`src/rtl/div_stream_ctrl.sv`:
```
// div_stream_ctrl: request FIFO plus issue/collect controller wrapped around a
// sequential radix-2 divider. Requests are queued, issued one at a time over the
// divider's start/ready/done handshake, and the results are returned in order on
// a valid/ready port tagged with the request tag. Divide-by-zero never reaches
// the divider: it is answered locally with quo=all-ones, rmd=dividend, dbz=1.
//
// Ports:
//   clk, rst                         clock (rising edge), async active-high reset
//   in_valid/in_ready/in_dvnd/in_dvsr/in_tag   request stream (in_ready = !fifo_full)
//   div_start/div_dvnd/div_dvsr      issue to divider (operands valid with start)
//   div_ready/div_done/div_quo/div_rmd         divider status and result
//   out_valid/out_ready/out_quo/out_rmd/out_tag/out_dbz   result stream
//   err                              sticky: div_done seen while not waiting on it
module div_stream_ctrl #(
  parameter int W     = 8,
  parameter int DEPTH = 4,
  parameter int TAG_W = 4
) (
  input  logic             clk,
  input  logic             rst,
  input  logic             in_valid,
  output logic             in_ready,
  input  logic [W-1:0]     in_dvnd,
  input  logic [W-1:0]     in_dvsr,
  input  logic [TAG_W-1:0] in_tag,
  output logic             div_start,
  output logic [W-1:0]     div_dvnd,
  output logic [W-1:0]     div_dvsr,
  input  logic             div_ready,
  input  logic             div_done,
  input  logic [W-1:0]     div_quo,
  input  logic [W-1:0]     div_rmd,
  output logic             out_valid,
  input  logic             out_ready,
  output logic [W-1:0]     out_quo,
  output logic [W-1:0]     out_rmd,
  output logic [TAG_W-1:0] out_tag,
  output logic             out_dbz,
  output logic             err
);

  localparam int AW = $clog2(DEPTH);
  localparam int CW = AW + 1;

  typedef enum logic [1:0] {IDLE, WAIT, HOLD} state_t;

  state_t state, state_nxt;

  // ---------------------------------------------------------------- FIFO
  logic [W-1:0]     mem_dvnd [DEPTH];
  logic [W-1:0]     mem_dvsr [DEPTH];
  logic [TAG_W-1:0] mem_tag  [DEPTH];
  logic [AW-1:0]    wr_ptr, rd_ptr;
  logic [CW-1:0]    count;

  logic fifo_full, fifo_empty, push, pop;
  logic [W-1:0]     head_dvnd, head_dvsr;
  logic [TAG_W-1:0] head_tag;

  assign fifo_full  = (count == CW'(DEPTH));
  assign fifo_empty = (count == '0);
  assign in_ready   = ~fifo_full;
  // No push while full, even if the FSM pops in the same cycle.
  assign push       = in_valid & ~fifo_full;

  assign head_dvnd = mem_dvnd[rd_ptr];
  assign head_dvsr = mem_dvsr[rd_ptr];
  assign head_tag  = mem_tag[rd_ptr];

  always_ff @(posedge clk or posedge rst) begin
    if (rst) begin
      wr_ptr <= '0;
      rd_ptr <= '0;
      count  <= '0;
      for (int i = 0; i < DEPTH; i++) begin
        mem_dvnd[i] <= '0;
        mem_dvsr[i] <= '0;
        mem_tag[i]  <= '0;
      end
    end else begin
      if (push) begin
        mem_dvnd[wr_ptr] <= in_dvnd;
        mem_dvsr[wr_ptr] <= in_dvsr;
        mem_tag[wr_ptr]  <= in_tag;
        wr_ptr           <= wr_ptr + AW'(1);
      end
      if (pop) begin
        rd_ptr <= rd_ptr + AW'(1);
      end
      case ({push, pop})
        2'b10:   count <= count + CW'(1);
        2'b01:   count <= count - CW'(1);
        default: count <= count;
      endcase
    end
  end

  // ---------------------------------------------------------------- FSM
  logic load_dbz, load_div;

  always_ff @(posedge clk or posedge rst) begin
    if (rst) state <= IDLE;
    else     state <= state_nxt;
  end

  always_comb begin
    state_nxt = state;
    pop       = 1'b0;
    div_start = 1'b0;
    load_dbz  = 1'b0;
    load_div  = 1'b0;
    case (state)
      IDLE: begin
        if (!fifo_empty) begin
          // Divide-by-zero is answered locally and does not need the divider.
          if (head_dvsr == '0) begin
            pop       = 1'b1;
            load_dbz  = 1'b1;
            state_nxt = HOLD;
          end else if (div_ready) begin
            pop       = 1'b1;
            div_start = 1'b1;
            state_nxt = WAIT;
          end
        end
      end
      WAIT: begin
        if (div_done) begin
          load_div  = 1'b1;
          state_nxt = HOLD;
        end
      end
      HOLD: begin
        if (out_ready) state_nxt = IDLE;
      end
      default: state_nxt = IDLE;
    endcase
  end

  // Operands are only meaningful with the start pulse; drive zero otherwise.
  assign div_dvnd  = div_start ? head_dvnd : '0;
  assign div_dvsr  = div_start ? head_dvsr : '0;
  assign out_valid = (state == HOLD);

  // ---------------------------------------------------------------- result regs
  logic [TAG_W-1:0] tag_lat;

  always_ff @(posedge clk or posedge rst) begin
    if (rst) begin
      tag_lat <= '0;
      out_quo <= '0;
      out_rmd <= '0;
      out_tag <= '0;
      out_dbz <= 1'b0;
      err     <= 1'b0;
    end else begin
      if (div_start) tag_lat <= head_tag;
      if (load_dbz) begin
        out_quo <= {W{1'b1}};
        out_rmd <= head_dvnd;
        out_tag <= head_tag;
        out_dbz <= 1'b1;
      end else if (load_div) begin
        out_quo <= div_quo;
        out_rmd <= div_rmd;
        out_tag <= tag_lat;
        out_dbz <= 1'b0;
      end
      // A done pulse outside WAIT has no request to belong to.
      if (div_done && state != WAIT) err <= 1'b1;
    end
  end

endmodule

```
`config.mk`:
```
export PLATFORM = sky130hd
export DESIGN_NAME = div_stream_ctrl
export DESIGN_NICKNAME = d
export VERILOG_FILES = /design/src/rtl/div_stream_ctrl.sv
export SDC_FILE = /design/constraint.sdc
export NUM_CORES = 1
export LEC_CHECK = 0
export ABC_AREA = 1
export ABC_CLOCK_PERIOD_IN_PS = 4300
export CORE_MARGIN = 2
export CORE_UTILIZATION = 28
export CTS_CLUSTER_DIAMETER = 100
export CTS_CLUSTER_SIZE = 10
export DETAILED_ROUTE_END_ITERATION = 8
export SETUP_SLACK_MARGIN = 0.4
export SYNTH_ARGS = -nofsm -noshare
export SYNTH_HDL_FRONTEND = slang
export SYNTH_SLANG_ARGS = --single-unit
export TNS_END_PERCENT = 10
```
`constraint.sdc`:
```
create_clock -name clk -period 4.3 [get_ports clk]
set_input_delay 0.43 -clock clk [delete_from_list [all_inputs] [get_ports clk]]
set_output_delay 0.43 -clock clk [all_outputs]
set_load 0.02 [all_outputs]
```
After elaboration in Yosys (flattened, before gate mapping)
Index checks and enable logic that the tools add are counted.
{"block": "totals", "input_bits": 42, "ff_bits": 115}
{"block": "classes", "eq_ne": 10, "n_lt_le_gt_ge": 3, "bitwise_logic": 4, "add_sub_neg": 4, "muxes": 45, "n_reduce_logical": 8}
{"cell": "$mux 8", "count": 11}
{"cell": "$bwmux 32", "count": 2}
{"cell": "$bmux 8 s2", "count": 2}
{"cell": "$mux 4", "count": 5}
{"cell": "$bwmux 16", "count": 1}
{"cell": "$demux 8 s2", "count": 1}
{"cell": "$mux 1", "count": 14}
{"cell": "$mux 2", "count": 5}
{"cell": "$bmux 4 s2", "count": 1}
{"cell": "$demux 4 s2", "count": 1}
{"cell": "$logic_not 8->1", "count": 1}
{"cell": "$ge 3x3->1 const B", "count": 2}
{"cell": "$not 2->3", "count": 2}
{"cell": "$pmux 2 s3", "count": 1}
{"cell": "$pmux 3 s2", "count": 1}
{"cell": "$add 2x1->2 const B", "count": 2}
{"cell": "$eq 2x1->1 const B", "count": 2}
{"cell": "$eq 2x2->1 const B", "count": 2}
{"cell": "$ne 2x1->1 const B", "count": 2}
{"cell": "$ne 2x2->1 const B", "count": 2}
{"cell": "$reduce_and 4->1", "count": 1}
{"cell": "$reduce_bool 2->1", "count": 2}
{"cell": "$add 3x1->3 const B", "count": 1}
{"cell": "$eq 3x3->1 const B", "count": 1}
{"cell": "8 further kinds", "count": 9}

Logic depth before layout (Yosys ltp)
Gate-level depths: netlist of the first run.
{"block": "depth", "depth_word": 10, "mapped_depth": 18, "ltp_nobuf": 16}

Least setup slack after synthesis of the first run
Ideal clock, no wire load.
{"block": "synth_timing", "path_type": "reg-to-reg", "start": "register rd_ptr[0]", "end": "register count[2]", "setup_slack_ns": 1.882, "period_less_slack_ns": 2.418, "path_stages_with_launch": 18, "t_arrival_ns": 2.294, "setup_ns": 0.124, "path_cell_list": "dfrtp_1 buf_6 buf_4 nand2_1 nand3_1 nand2_1 nand2_1 nor2_4 nand2_2 nand2_2 nand3_1 inv_1 ha_1 inv_1 fa_1 a21oi_1 o21ai_0 xnor2_1"}
{"block": "synth_between", "elab_chain_len": 10}
{"item": "from (decl)", "line": "53", "text": "logic [AW-1:0] wr_ptr, rd_ptr;"}
{"item": "from (signal assigned)", "line": "88", "text": "rd_ptr <= rd_ptr + AW'(1);"}
{"item": "$not 2->3 (not written as such) (*)", "line": "67", "text": "assign head_dvsr = mem_dvsr[rd_ptr];"}
{"item": "$bmux 8 s2 (*)", "line": "67"}
{"item": "$mux 8 (not written as such) (*) (2 in series)", "line": "67"}
{"item": "$logic_not 8->1 (*)", "line": "116", "text": "if (head_dvsr == '0) begin"}
{"item": "$mux 1 (*)", "line": "116"}
{"item": "$mux 1 (*)", "line": "114", "text": "if (!fifo_empty) begin"}
{"item": "$mux 1 (*)", "line": "112", "text": "case (state)"}
{"item": "named net pop", "line": "56", "text": "logic fifo_full, fifo_empty, push, pop;"}
{"item": "$eq 2x1->1 / $eq 2x2->1 (equally long branches)", "line": "90", "text": "case ({push, pop})"}
{"item": "$pmux 3 s2 / $reduce_bool 2->1 (equally long branches)"}
{"item": "to (signal assigned)", "line": "91", "text": "2'b10: count <= count + CW'(1);"}
{"item": "to (signal assigned)", "line": "92", "text": "2'b01: count <= count - CW'(1);"}
{"item": "to (signal assigned)", "line": "93", "text": "default: count <= count;"}
{"item": "to (decl)", "line": "54", "text": "logic [CW-1:0] count;"}
The timed path passes the listed nets; every way through them passes the cells marked *. The select of a mux whose other input is x is not followed.
A chain may end at the register's enable or synchronous reset.

Final worst setup path of the first run
{"block": "layout_timing", "start": "register rd_ptr[0]", "end": "output port div_dvsr[6]"}
{"block": "layout_between", "elab_chain_len": 9}
{"item": "$not 2->3 (not written as such) (*)", "line": "67"}
{"item": "$bmux 8 s2 (*)", "line": "67"}
{"item": "$mux 8 (not written as such) (*) (2 in series)", "line": "67"}
{"item": "$logic_not 8->1", "line": "116"}
{"item": "$mux 1", "line": "116"}
{"item": "$mux 1", "line": "114"}
{"item": "$mux 1", "line": "112"}
{"item": "$mux 8 (*)", "line": "142", "text": "assign div_dvsr = div_start ? head_dvsr : '0;"}
{"item": "to (decl)", "line": "28", "text": "output logic [W-1:0] div_dvsr,"}
Every way passes the cells marked *; elsewhere a longest branch is shown, timed or not. The select of a mux whose other input is x is not followed.

==> flow_summary.json, run 1 <==
{
  "grt_pass1_wl_um": 22000,
  "layout.cells.most_common": "sky130_fd_sc_hd__nand2_1",
  "hpwl_um": 8710,
  "cts.sinks": 115,
  "drt.antenna.violating_nets": 0,
  "min_path_type": "reg2reg",
  "fin_ws_ns": 0.756,
  "power_after_layout_mw": 5.66,
  "hold_viol_final": 0,
  "synth-seq-cells": 115,
  "most-common-layout-cells": "sky130_fd_sc_hd__nand2_1 (226), sky130_fd_sc_hd__dfrtp_1 (115), sky130_fd_sc_hd__o21ai_0 (91)",
  "cts_max_path_buffers": 2,
  "netlist_area_mm2": 0.00535,
  "timing.hold.ws_ns": 0.459,
  "worst_setup_path_end_kind": "output port",
  "setup_total_negative_slack_ns": 0,
  "antenna_found_initial": 0,
  "path_buf_inv": 2,
  "cts_tree": "yes",
  "critPathSlowestCell": "sky130_fd_sc_hd__clkdlybuf4s50_1",
  "diodes": 0,
  "kind_of_start_point_of_the_critical_path": "register",
  "r2r_cells": 16,
  "grt_max_degree": 69,
  "drt-pass1-iter-count": 5,
  "floorplan_row_count": 50,
  "slew_headroom_pct": 42.9,
  "delay_heaviest_family_cp": "simple AND/OR/NAND/NOR gates",
  "synth.avg_cell_area_um2": 8.21,
  "area_growth_pct": 30.2,
  "slew_viol_final": 0,
  "synthesis.nets": 700,
  "dominant_cell_type_by_count_on_the_critical_path": "sky130_fd_sc_hd__nand2_1",
  "ratio_of_cells_with_drive_above_1_in_the_final_layout_pct": 7.46,
  "regToRegEndpoint": "count[2]",
  "cts-resized-gates": 0,
  "route.detailed.vias_per_inst": 4.51,
  "area_inside_the_core_boundary_mm2": 0.0187,
  "fin_util_pct": 37.2,
  "post_cts_buffers": 0,
  "grt_util_all_layers_pct": 13.9,
  "initial_core_util_pct": 28.6,
  "placement.io_buffers": 82,
  "post-route-drc-count": 0,
  "critical_path.reg2reg.startpoint": "rd_ptr[0]",
  "worstMarginPinSlew_ns": 0.857,
  "insertion_delay_ns": 0.41,
  "htree_levels": 4,
  "hold_start": "err",
  "routed-via-count": 4380,
  "fill_cells": 1901,
  "final-setup-viol-count": 0,
  "min_delay_worst_endpoint": "err",
  "detail_route.iter0.violations": 218,
  "cp_data_required_time_ns": 3.87,
  "die-area_mm2": 0.0202,
  "routed_wire_length_per_instance_um": 13.6,
  "total_routed_length_um": 13200,
  "cpPeakStageDelay_ns": 0.64,
  "final.setup_skew_ns": 0.00662,
  "cellPowerDensity_mw_per_mm2": 812,
  "worst_setup_hold_path_clk_slew_ns": 0.05,
  "gpl.final_weighted_congestion": 0.769,
  "combined_area_of_the_multi_input_logic_cells_mm2": 0.00203,
  "maximum_vdd_drop_v": 0.000238,
  "ratio_of_final_minimum_period_to_clock_period_pct": 82.4,
  "setup_repair_after_global_routing_missed_its_margin": "false",
  "crit_chain": "inv_4 -> nand2_1 -> nand3_1 -> nand2_1 -> nand2_1 -> nor2_4 -> nand2_2 -> nand3_4 -> nor2_1 -> clkdlybuf4s50_1",
  "seqCellArea_mm2": 0.00288,
  "hold_buffers": 0,
  "timing.final.crit_period_ns": 3.54,
  "floorplan.die.width_um": 142,
  "fraction_of_the_yosys_area_taken_by_sequential_cells_pct": 53.8,
  "die_h_um": 142,
  "overflow": 0,
  "synth_cells": 652,
  "nNetsFinal": 772,
  "clock.fmax_mhz": 282,
  "run_status": "finished, final reports clean",
  "power.leakage_nw": 3.37,
  "cts_buffers": 17,
  "number_of_global_route_vias_before_repair": 4176,
  "timing_worst_setup_path_type": "reg2out",
  "ys.warnings.count": 0,
  "setup.reg_to_reg.worst_slack_ns": 1.22,
  "post_synth_num_cell_types": 30,
  "worst_hold_path.num_cells": 1,
  "num_io_pins": 83,
  "cell_at_the_root_of_the_clock_tree": "sky130_fd_sc_hd__clkbuf_16",
  "dpl_worst_slack_ns": 1.16,
  "max_cap_violations": 0,
  "timing.critical_path.arrival_ns": 3.11,
  "cp_max_fo": 41
}
worst max-delay path by stage:
stage	slack [ns]	startpoint	to	cells after the start
detailed placement	1.16	rd_ptr[1]	div_dvsr[6]	9
CTS	0.72	rd_ptr[0]	div_dvsr[6]	10
finish	0.76	rd_ptr[0]	div_dvsr[6]	10
global route	0.48	rd_ptr[1]	div_dvsr[2]	9
global placement	1.16	rd_ptr[1]	div_dvsr[6]	9
floorplan	0.83	rst	count[0]	1
cell type report:
type | instances | share of cell area, %
clock buffer | 19 | 6.50
clock inverter | 13 | 2.62
inverter | 66 | 3.63
multi-input combinational | 434 | 29.1
sequential | 115 | 41.3
tap | 234 | 4.20
timing repair buffer | 90 | 12.6
through the flow:
step	area, um^2	cells
finish	6970	971
global route	6970	971
CTS	6970	971
detailed placement	6330	939
floorplan	5350	652
global placement	6330	939
cell families after synthesis:
family | synth area share (%)
buffers and inverters | 8.40
AOI/OAI and AO/OA | 12.5
xor gates and xnor gates | 0.655
DFF | 53.8
and+or+nand+nor | 22.6
muxes | 0.561
adders and majority gates | 1.54
layer usage:
metal  global-route usage, %  routed length [um]
met5                       0                   0
met3                    3.13                 584
met4                    4.42                 133
met2                    21.7                6090
met1                    19.2                6390
synthesized netlist by cell type:
cell type / count / area share, %
sky130_fd_sc_hd__nand2_1: 226 / 16
sky130_fd_sc_hd__dfrtp_1: 115 / 54
sky130_fd_sc_hd__o21ai_0: 91 / 8.5
sky130_fd_sc_hd__inv_1: 61 / 4.3
sky130_fd_sc_hd__nand3_1: 29 / 2.7
sky130_fd_sc_hd__nor2_1: 29 / 2.0
sky130_fd_sc_hd__clkbuf_1: 23 / 1.6
sky130_fd_sc_hd__o21ai_1: 11 / 1.0
sky130_fd_sc_hd__a21oi_1: 9 / 0.84
sky130_fd_sc_hd__a32oi_1: 8 / 1.3
sky130_fd_sc_hd__buf_6: 6 / 1.3
sky130_fd_sc_hd__ha_1: 5 / 1.2
sky130_fd_sc_hd__nand2_2: 5 / 0.58
sky130_fd_sc_hd__o22ai_1: 4 / 0.47
sky130_fd_sc_hd__buf_2: 3 / 0.28
sky130_fd_sc_hd__buf_4: 3 / 0.42
sky130_fd_sc_hd__inv_2: 3 / 0.21
sky130_fd_sc_hd__mux2i_1: 3 / 0.56
sky130_fd_sc_hd__buf_1: 2 / 0.14
sky130_fd_sc_hd__nand3_4: 2 / 0.65
sky130_fd_sc_hd__nand4_1: 2 / 0.23
sky130_fd_sc_hd__nor2_4: 2 / 0.42
sky130_fd_sc_hd__xnor2_1: 2 / 0.33
sky130_fd_sc_hd__xor2_1: 2 / 0.33
sky130_fd_sc_hd__a21o_1: 1 / 0.14
sky130_fd_sc_hd__clkinv_1: 1 / 0.070
sky130_fd_sc_hd__fa_1: 1 / 0.37
sky130_fd_sc_hd__inv_4: 1 / 0.12
sky130_fd_sc_hd__nor3_1: 1 / 0.093
sky130_fd_sc_hd__o311ai_0: 1 / 0.16
sequential cells by signal, summed over array words and instances (netlist names):
signal,cells
out_rmd,8
mem_dvnd,32
out_quo,8
err,1
tag_lat,4
count,3
out_dbz,1
mem_dvsr,32
wr_ptr,2
mem_tag,16
rd_ptr,2
out_tag,4
state,2
power by group:
part	internal, mW	switching, mW	total [mW]
registers	1.59	0.323	1.91
logic	0.875	1.37	2.24
clock network	0.998	0.505	1.50
Note: power is estimated with default switching activity, not from simulation.
==> run 2: changes to the inputs <==
--- a/config.mk
+++ b/config.mk
@@ -6,7 +6,7 @@
 export NUM_CORES = 1
 export LEC_CHECK = 0
 export ABC_AREA = 1
-export ABC_CLOCK_PERIOD_IN_PS = 4300
+export ABC_CLOCK_PERIOD_IN_PS = 3600
 export CORE_MARGIN = 2
 export CORE_UTILIZATION = 28
 export CTS_CLUSTER_DIAMETER = 100
==> constraint.sdc (replaced) <==
create_clock -name clk -period 3.6 [get_ports clk]
set_input_delay 0.36 -clock clk [delete_from_list [all_inputs] [get_ports clk]]
set_output_delay 0.36 -clock clk [all_outputs]
set_load 0.02 [all_outputs]
==> run 2 against run 1 <==
  * Core utilization shrank 0.067 points
  * Non-clock buffer count grew 5
  * Cell count grew 0.31%
  * Sequential cell count is the same
  * Wire length is essentially flat
  * Register-to-register slack lost 0.36 ns
  * Global-route usage is essentially flat
  * Critical path type unchanged
  * Critical endpoint is now div_dvsr[0]
  * Largest power group unchanged
==> flow_summary.json, run 2 (synthesis results as in run 1) <==
{
  "run_status": "finished, final reports clean",
  "kind_of_start_point_of_the_critical_path": "register",
  "cts_buffers": 17,
  "placement.io_buffers": 82,
  "combined_area_of_the_multi_input_logic_cells_mm2": 0.00203,
  "most-common-layout-cells": "sky130_fd_sc_hd__nand2_1 (226), sky130_fd_sc_hd__dfrtp_1 (114), sky130_fd_sc_hd__o21ai_0 (91)",
  "drt.antenna.violating_nets": 0,
  "power_after_layout_mw": 6.61,
  "timing_worst_setup_path_type": "reg2out",
  "antenna_found_initial": 0,
  "routed-via-count": 4318,
  "gpl.final_weighted_congestion": 0.792,
  "cellPowerDensity_mw_per_mm2": 951,
  "number_of_global_route_vias_before_repair": 4174,
  "area_inside_the_core_boundary_mm2": 0.0187,
  "largest_registers": "mem_dvnd: 32 flops, mem_dvsr: 32 flops, mem_tag: 16 flops",
  "route.detailed.vias_per_inst": 4.43,
  "setup.reg_to_reg.worst_slack_ns": 0.86,
  "post-route-drc-count": 0,
  "design_area_mm2": 0.00695,
  "cts_tree": "yes",
  "floorplan_row_count": 50,
  "slew_viol_final": 0,
  "sequentialPowerShare_pct": 33.8,
  "timing.critical_path.arrival_ns": 2.77,
  "worstMarginPinSlew_ns": 0.878,
  "critical_path.reg2reg.startpoint": "rd_ptr[1]",
  "final.setup_skew_ns": 0.00803,
  "crit_end": "div_dvsr[0]",
  "timing.final.crit_period_ns": 3.13,
  "slew_headroom_pct": 41.4,
  "ratio_of_final_minimum_period_to_clock_period_pct": 87.1,
  "worst_setup_path_end_kind": "output port",
  "drt-pass1-iter-count": 4,
  "intPower_mw": 4.05,
  "worst_setup_hold_path_clk_slew_ns": 0.05,
  "cts.sinks": 115,
  "delay_heaviest_family_cp": "simple AND/OR/NAND/NOR gates",
  "cts_max_path_buffers": 2,
  "power.leakage_nw": 3.37,
  "die_h_um": 142,
  "cpPeakStageDelay_ns": 0.64,
  "combinationalPowerShare_pct": 41.5,
  "final-setup-viol-count": 0,
  "min_path_type": "in2async",
  "cp_max_fo": 22,
  "cp_data_required_time_ns": 3.24,
  "die-area_mm2": 0.0202,
  "dominant_cell_type_by_count_on_the_critical_path": "sky130_fd_sc_hd__nand2_1",
  "nNetsFinal": 777,
  "fill_cells": 1923,
  "area_growth_pct": 30.0,
  "setup_total_negative_slack_ns": 0,
  "sw_frac_of_total_pct": 38.8,
  "ratio_of_cells_with_drive_above_1_in_the_final_layout_pct": 7.43,
  "crit_chain": "inv_4 -> nand2_1 -> nand3_1 -> nand2_1 -> nand2_1 -> nor2_4 -> nand2_2 -> nand3_4 -> nor2_1 -> clkdlybuf4s50_1",
  "cp-startpoint": "rd_ptr[0]",
  "setup_repair_after_global_routing_missed_its_margin": "true",
  "seqCellArea_mm2": 0.00288,
  "grt_util_all_layers_pct": 13.8,
  "max_cap_violations": 0,
  "hold_viol_final": 0,
  "cp_num_cells": 10,
  "num_io_pins": 83,
  "critPathSlowestCell": "sky130_fd_sc_hd__clkdlybuf4s50_1",
  "regToRegEndpoint": "count[2]",
  "hpwl_um": 8840,
  "diodes": 0,
  "path_buf_inv": 2,
  "r2r_cells": 15,
  "clock_power_share_pct": 24.7,
  "grt_pass1_wl_um": 21600,
  "initial_core_util_pct": 28.6,
  "grt_max_degree": 41,
  "floorplan.die.width_um": 142,
  "post_cts_buffers": 0,
  "routed_wire_length_per_instance_um": 13.6,
  "placed_area_mm2": 0.00638,
  "clock.fmax_mhz": 319,
  "layout.cells.most_common": "sky130_fd_sc_hd__nand2_1",
  "maximum_vdd_drop_v": 0.000409,
  "power.switching_mw": 2.56,
  "detail_route.iter0.violations": 241,
  "overflow": 0,
  "htree_levels": 4,
  "cell_at_the_root_of_the_clock_tree": "sky130_fd_sc_hd__clkbuf_16",
  "total_routed_length_um": 13200,
  "insertion_delay_ns": 0.41
}
==> run 2: how the worst min path moves through the flow <==
stage	from	end	slack (ns)
after global routing	err	err	0.50
after floorplan	mem_tag[4]	mem_tag[4]	0.45
after CTS	err	err	0.48
final	rst	out_quo[7]	0.47
after detailed placement	err	err	0.47
after global placement	err	err	0.45
==> run 2: power by group through the flow <==
stage	clock, mW	combinational [mW]	sequential [mW]
2_1_floorplan	0	1.82	2.30
3_3_place_gp	0	2.73	2.24
3_5_place_dp	0	2.77	2.25
4_1_cts	1.66	2.78	2.24
5_1_grt	1.73	3.13	2.31
6_report	1.63	2.74	2.24
==> run 2: metrics by stage <==
step | hold WS [ns] | util [%] | setup slack, ns | cells
2_1_floorplan | 0.448 | - | 1.18 | 652
3_3_place_gp | 0.454 | 34.1 | 0.818 | 944
3_5_place_dp | 0.465 | 34.1 | 0.794 | 944
4_1_cts | 0.475 | 37.2 | 0.418 | 974
5_1_grt | 0.498 | 37.2 | 0.314 | 974
6_report | 0.468 | 37.2 | 0.465 | 974
==> run 2: repair_timing <==
action,4_1_cts,5_1_grt
hold buffers,0,0
resized for setup,1,0
setup endpoints to repair,14,17
==> run 2: worst reg2reg max path, stage by stage, from the launching register on <==
cell                      delay (ns)
sky130_fd_sc_hd__dfrtp_1        0.38
sky130_fd_sc_hd__inv_2          0.38
sky130_fd_sc_hd__nand3_1        0.13
sky130_fd_sc_hd__nand2_1        0.11
sky130_fd_sc_hd__nand2_1        0.09
sky130_fd_sc_hd__nor2_4         0.15
sky130_fd_sc_hd__nand2_2        0.11
sky130_fd_sc_hd__nand2_2        0.09
sky130_fd_sc_hd__nand3_1        0.11
sky130_fd_sc_hd__inv_1          0.12
sky130_fd_sc_hd__ha_1           0.14
sky130_fd_sc_hd__inv_1          0.06
sky130_fd_sc_hd__fa_1           0.37
sky130_fd_sc_hd__a21oi_1        0.14
sky130_fd_sc_hd__o21ai_0        0.11
sky130_fd_sc_hd__xnor2_1        0.13
==> run 2: final cells by class <==
type	count	area share, %
clock buffer	25	7.13
clock inverter	5	1.08
inverter	66	3.65
multi-input combinational	434	29.1
sequential	115	41.4
tap	234	4.21
timing repair buffer	95	13.4
==> run 2: per-layer routing <==
layer / global-route usage, % / wire length, um / part of all wire [%] / vias to the layer above
met5: 0 / 0 / 0 / -
met3: 3.53 / 606 / 4.6 / 18
met2: 21.0 / 5780 / 44 / 106
met4: 5.53 / 225 / 1.7 / 0
li1: - / - / - / 2223
met1: 19.0 / 6600 / 50 / 1971
==> run 3: changes to the inputs <==
--- a/config.mk
+++ b/config.mk
@@ -7,6 +7,7 @@
 export LEC_CHECK = 0
 export ABC_AREA = 1
 export ABC_CLOCK_PERIOD_IN_PS = 3600
+export CORE_ASPECT_RATIO = 1.25
 export CORE_MARGIN = 2
 export CORE_UTILIZATION = 28
 export CTS_CLUSTER_DIAMETER = 100
==> run 3 against run 2 <==
  * Cell count is 0.31% higher
  * Setup slack better by 0.023 ns
  * Clock-buffer cell count is 8 lower
==> flow_summary.json, run 3 (synthesis results as in run 1) <==
{
  "run_status": "finished, final reports clean",
  "cts_tree": "yes",
  "r2r_cells": 16,
  "die_h_um": 159,
  "drt.antenna.violating_nets": 0,
  "sw_frac_of_total_pct": 38.5,
  "regToRegEndpoint": "count[2]",
  "crit_end": "div_dvsr[2]",
  "final.setup_skew_ns": 0.00952,
  "most-common-layout-cells": "sky130_fd_sc_hd__nand2_1 (226), sky130_fd_sc_hd__dfrtp_1 (114), sky130_fd_sc_hd__o21ai_0 (91)",
  "worst_setup_hold_path_clk_slew_ns": 0.06,
  "grt_max_degree": 42,
  "die-area_mm2": 0.0202,
  "clock_power_share_pct": 27.6,
  "cellPowerDensity_mw_per_mm2": 983,
  "slew_viol_final": 0,
  "grt_util_all_layers_pct": 14.0,
  "timing.critical_path.arrival_ns": 2.75,
  "cp-startpoint": "rd_ptr[0]",
  "power_after_layout_mw": 7.00,
  "worstMarginPinSlew_ns": 0.950,
  "sequentialPowerShare_pct": 32.1,
  "nNetsFinal": 780,
  "overflow": 0,
  "setup_repair_after_global_routing_missed_its_margin": "true",
  "ratio_of_final_minimum_period_to_clock_period_pct": 86.4,
  "ratio_of_cells_with_drive_above_1_in_the_final_layout_pct": 8.99,
  "place.detailed.instances": 942,
  "drt-pass1-iter-count": 4,
  "setup_total_negative_slack_ns": 0,
  "critical_path.reg2reg.startpoint": "rd_ptr[0]",
  "gpl.final_weighted_congestion": 0.772,
  "final_cell_count_no_fill": 977,
  "floorplan.die.width_um": 128,
  "hold_viol_final": 0,
  "fin_ws_ns": 0.489,
  "placement.io_buffers": 82,
  "power.switching_mw": 2.69,
  "number_of_global_route_vias_before_repair": 4370,
  "final-setup-viol-count": 0,
  "setup.reg_to_reg.worst_slack_ns": 0.84,
  "min_path_type": "reg2reg",
  "routed_wire_length_per_instance_um": 13.8,
  "post-route-drc-count": 0,
  "slew_headroom_pct": 36.5,
  "kind_of_start_point_of_the_critical_path": "register",
  "timing.hold.ws_ns": 0.458,
  "cts_max_path_buffers": 2,
  "maximum_vdd_drop_v": 0.000433,
  "num_io_pins": 83,
  "total_routed_length_um": 13500,
  "cts.sinks": 115,
  "timing.final.crit_period_ns": 3.11,
  "insertion_delay_ns": 0.41,
  "dpl_worst_slack_ns": 0.637,
  "timing_worst_setup_path_type": "reg2out",
  "clock.fmax_mhz": 321,
  "grt_pass1_wl_um": 22100,
  "cell_at_the_root_of_the_clock_tree": "sky130_fd_sc_hd__clkbuf_16",
  "combinationalPowerShare_pct": 40.3,
  "route.detailed.vias_per_inst": 4.50,
  "max_cap_violations": 0,
  "largest_registers": "mem_dvnd: 32 flops, mem_dvsr: 32 flops, mem_tag: 16 flops",
  "antenna_found_initial": 0,
  "floorplan_row_count": 56,
  "routed-via-count": 4400,
  "cp_data_required_time_ns": 3.24,
  "power.leakage_nw": 3.45,
  "area_growth_pct": 33.1,
  "layout.cells.most_common": "sky130_fd_sc_hd__nand2_1",
  "fill_cells": 1919,
  "detail_route.iter0.violations": 302,
  "htree_levels": 4,
  "hpwl_um": 8910,
  "area_inside_the_core_boundary_mm2": 0.0188,
  "diodes": 0,
  "cts_buffers": 17,
  "cp_max_fo": 11,
  "worst_setup_path_end_kind": "output port",
  "initial_core_util_pct": 28.5,
  "intPower_mw": 4.31
}
run 3: changes by cell type in the layout (fill, tap and decap cells not counted), moves of 2 or more:
cell	previous run	this run
sky130_fd_sc_hd__clkinv_4	0	6
sky130_fd_sc_hd__clkbuf_8	4	0
sky130_fd_sc_hd__clkbuf_1	4	0
sky130_fd_sc_hd__bufinv_16	2	6
sky130_fd_sc_hd__clkinvlp_4	1	3
sky130_fd_sc_hd__nor2_1	28	25
sky130_fd_sc_hd__clkinv_2	3	0
sky130_fd_sc_hd__nor2_2	1	4
run 3: power groups by stage:
stage          clock network [mW]  logic (mW)  registers, mW
2_1_floorplan                   0        1.82           2.30
3_3_place_gp                    0        2.73           2.26
3_5_place_dp                    0        2.78           2.26
4_1_cts                      1.96        2.80           2.25
5_1_grt                      2.02        3.22           2.31
6_report                     1.93        2.82           2.24
run 3: worst min path at each step:
stage                from          to  slack, ns  cells after the start
2_1_floorplan  mem_tag[4]  mem_tag[4]       0.45                      2
3_3_place_gp          err         err       0.44                      1
3_5_place_dp          err         err       0.45                      1
4_1_cts               err         err       0.47                      1
5_1_grt               err         err       0.49                      1
6_report              err         err       0.46                      1
run 3: per-layer routing:
layer  share of wire (%)  track usage (%)
met4                 2.1             4.76
met2                  50             23.4
met1                  45             17.7
met5                   0                0
met3                 3.0             3.39
run 3: timing repair:
item	in CTS	in global routing
hold buffers	0	0
resized for setup	3	5
gates cloned	0	1
buffers inserted	0	2
endpoints found under the setup margin	17	17
run 3: critical path: stages, from the launching register on:
cell	delay, ns
sky130_fd_sc_hd__dfrtp_2	0.48
sky130_fd_sc_hd__buf_4	0.21
sky130_fd_sc_hd__nand2_1	0.07
sky130_fd_sc_hd__nand3_1	0.07
sky130_fd_sc_hd__nand2_1	0.08
sky130_fd_sc_hd__nand2_1	0.11
sky130_fd_sc_hd__nor2_4	0.05
sky130_fd_sc_hd__nand2_2	0.16
sky130_fd_sc_hd__nand3_4	0.22
sky130_fd_sc_hd__nor2_1	0.24
sky130_fd_sc_hd__clkdlybuf4s50_1	0.64
run 3: area by class of cell:
cell class	instances	area [um^2]	share of cell area, %
sequential	115	2880	40.4
inverter	66	259	3.64
clock buffer	17	425	5.97
tap	232	290	4.08
timing repair buffer	97	961	13.5
clock inverter	15	256	3.60
multi-input combinational	435	2050	28.8
run 3: stage by stage:
| step | utilization, % | instance area, um^2 |
|---|---|---|
| 2_1_floorplan | - | 5350 |
| 3_3_place_gp | 34.0 | 6390 |
| 3_5_place_dp | 34.0 | 6390 |
| 4_1_cts | 37.7 | 7080 |
| 5_1_grt | 37.9 | 7120 |
| 6_report | 37.9 | 7120 |
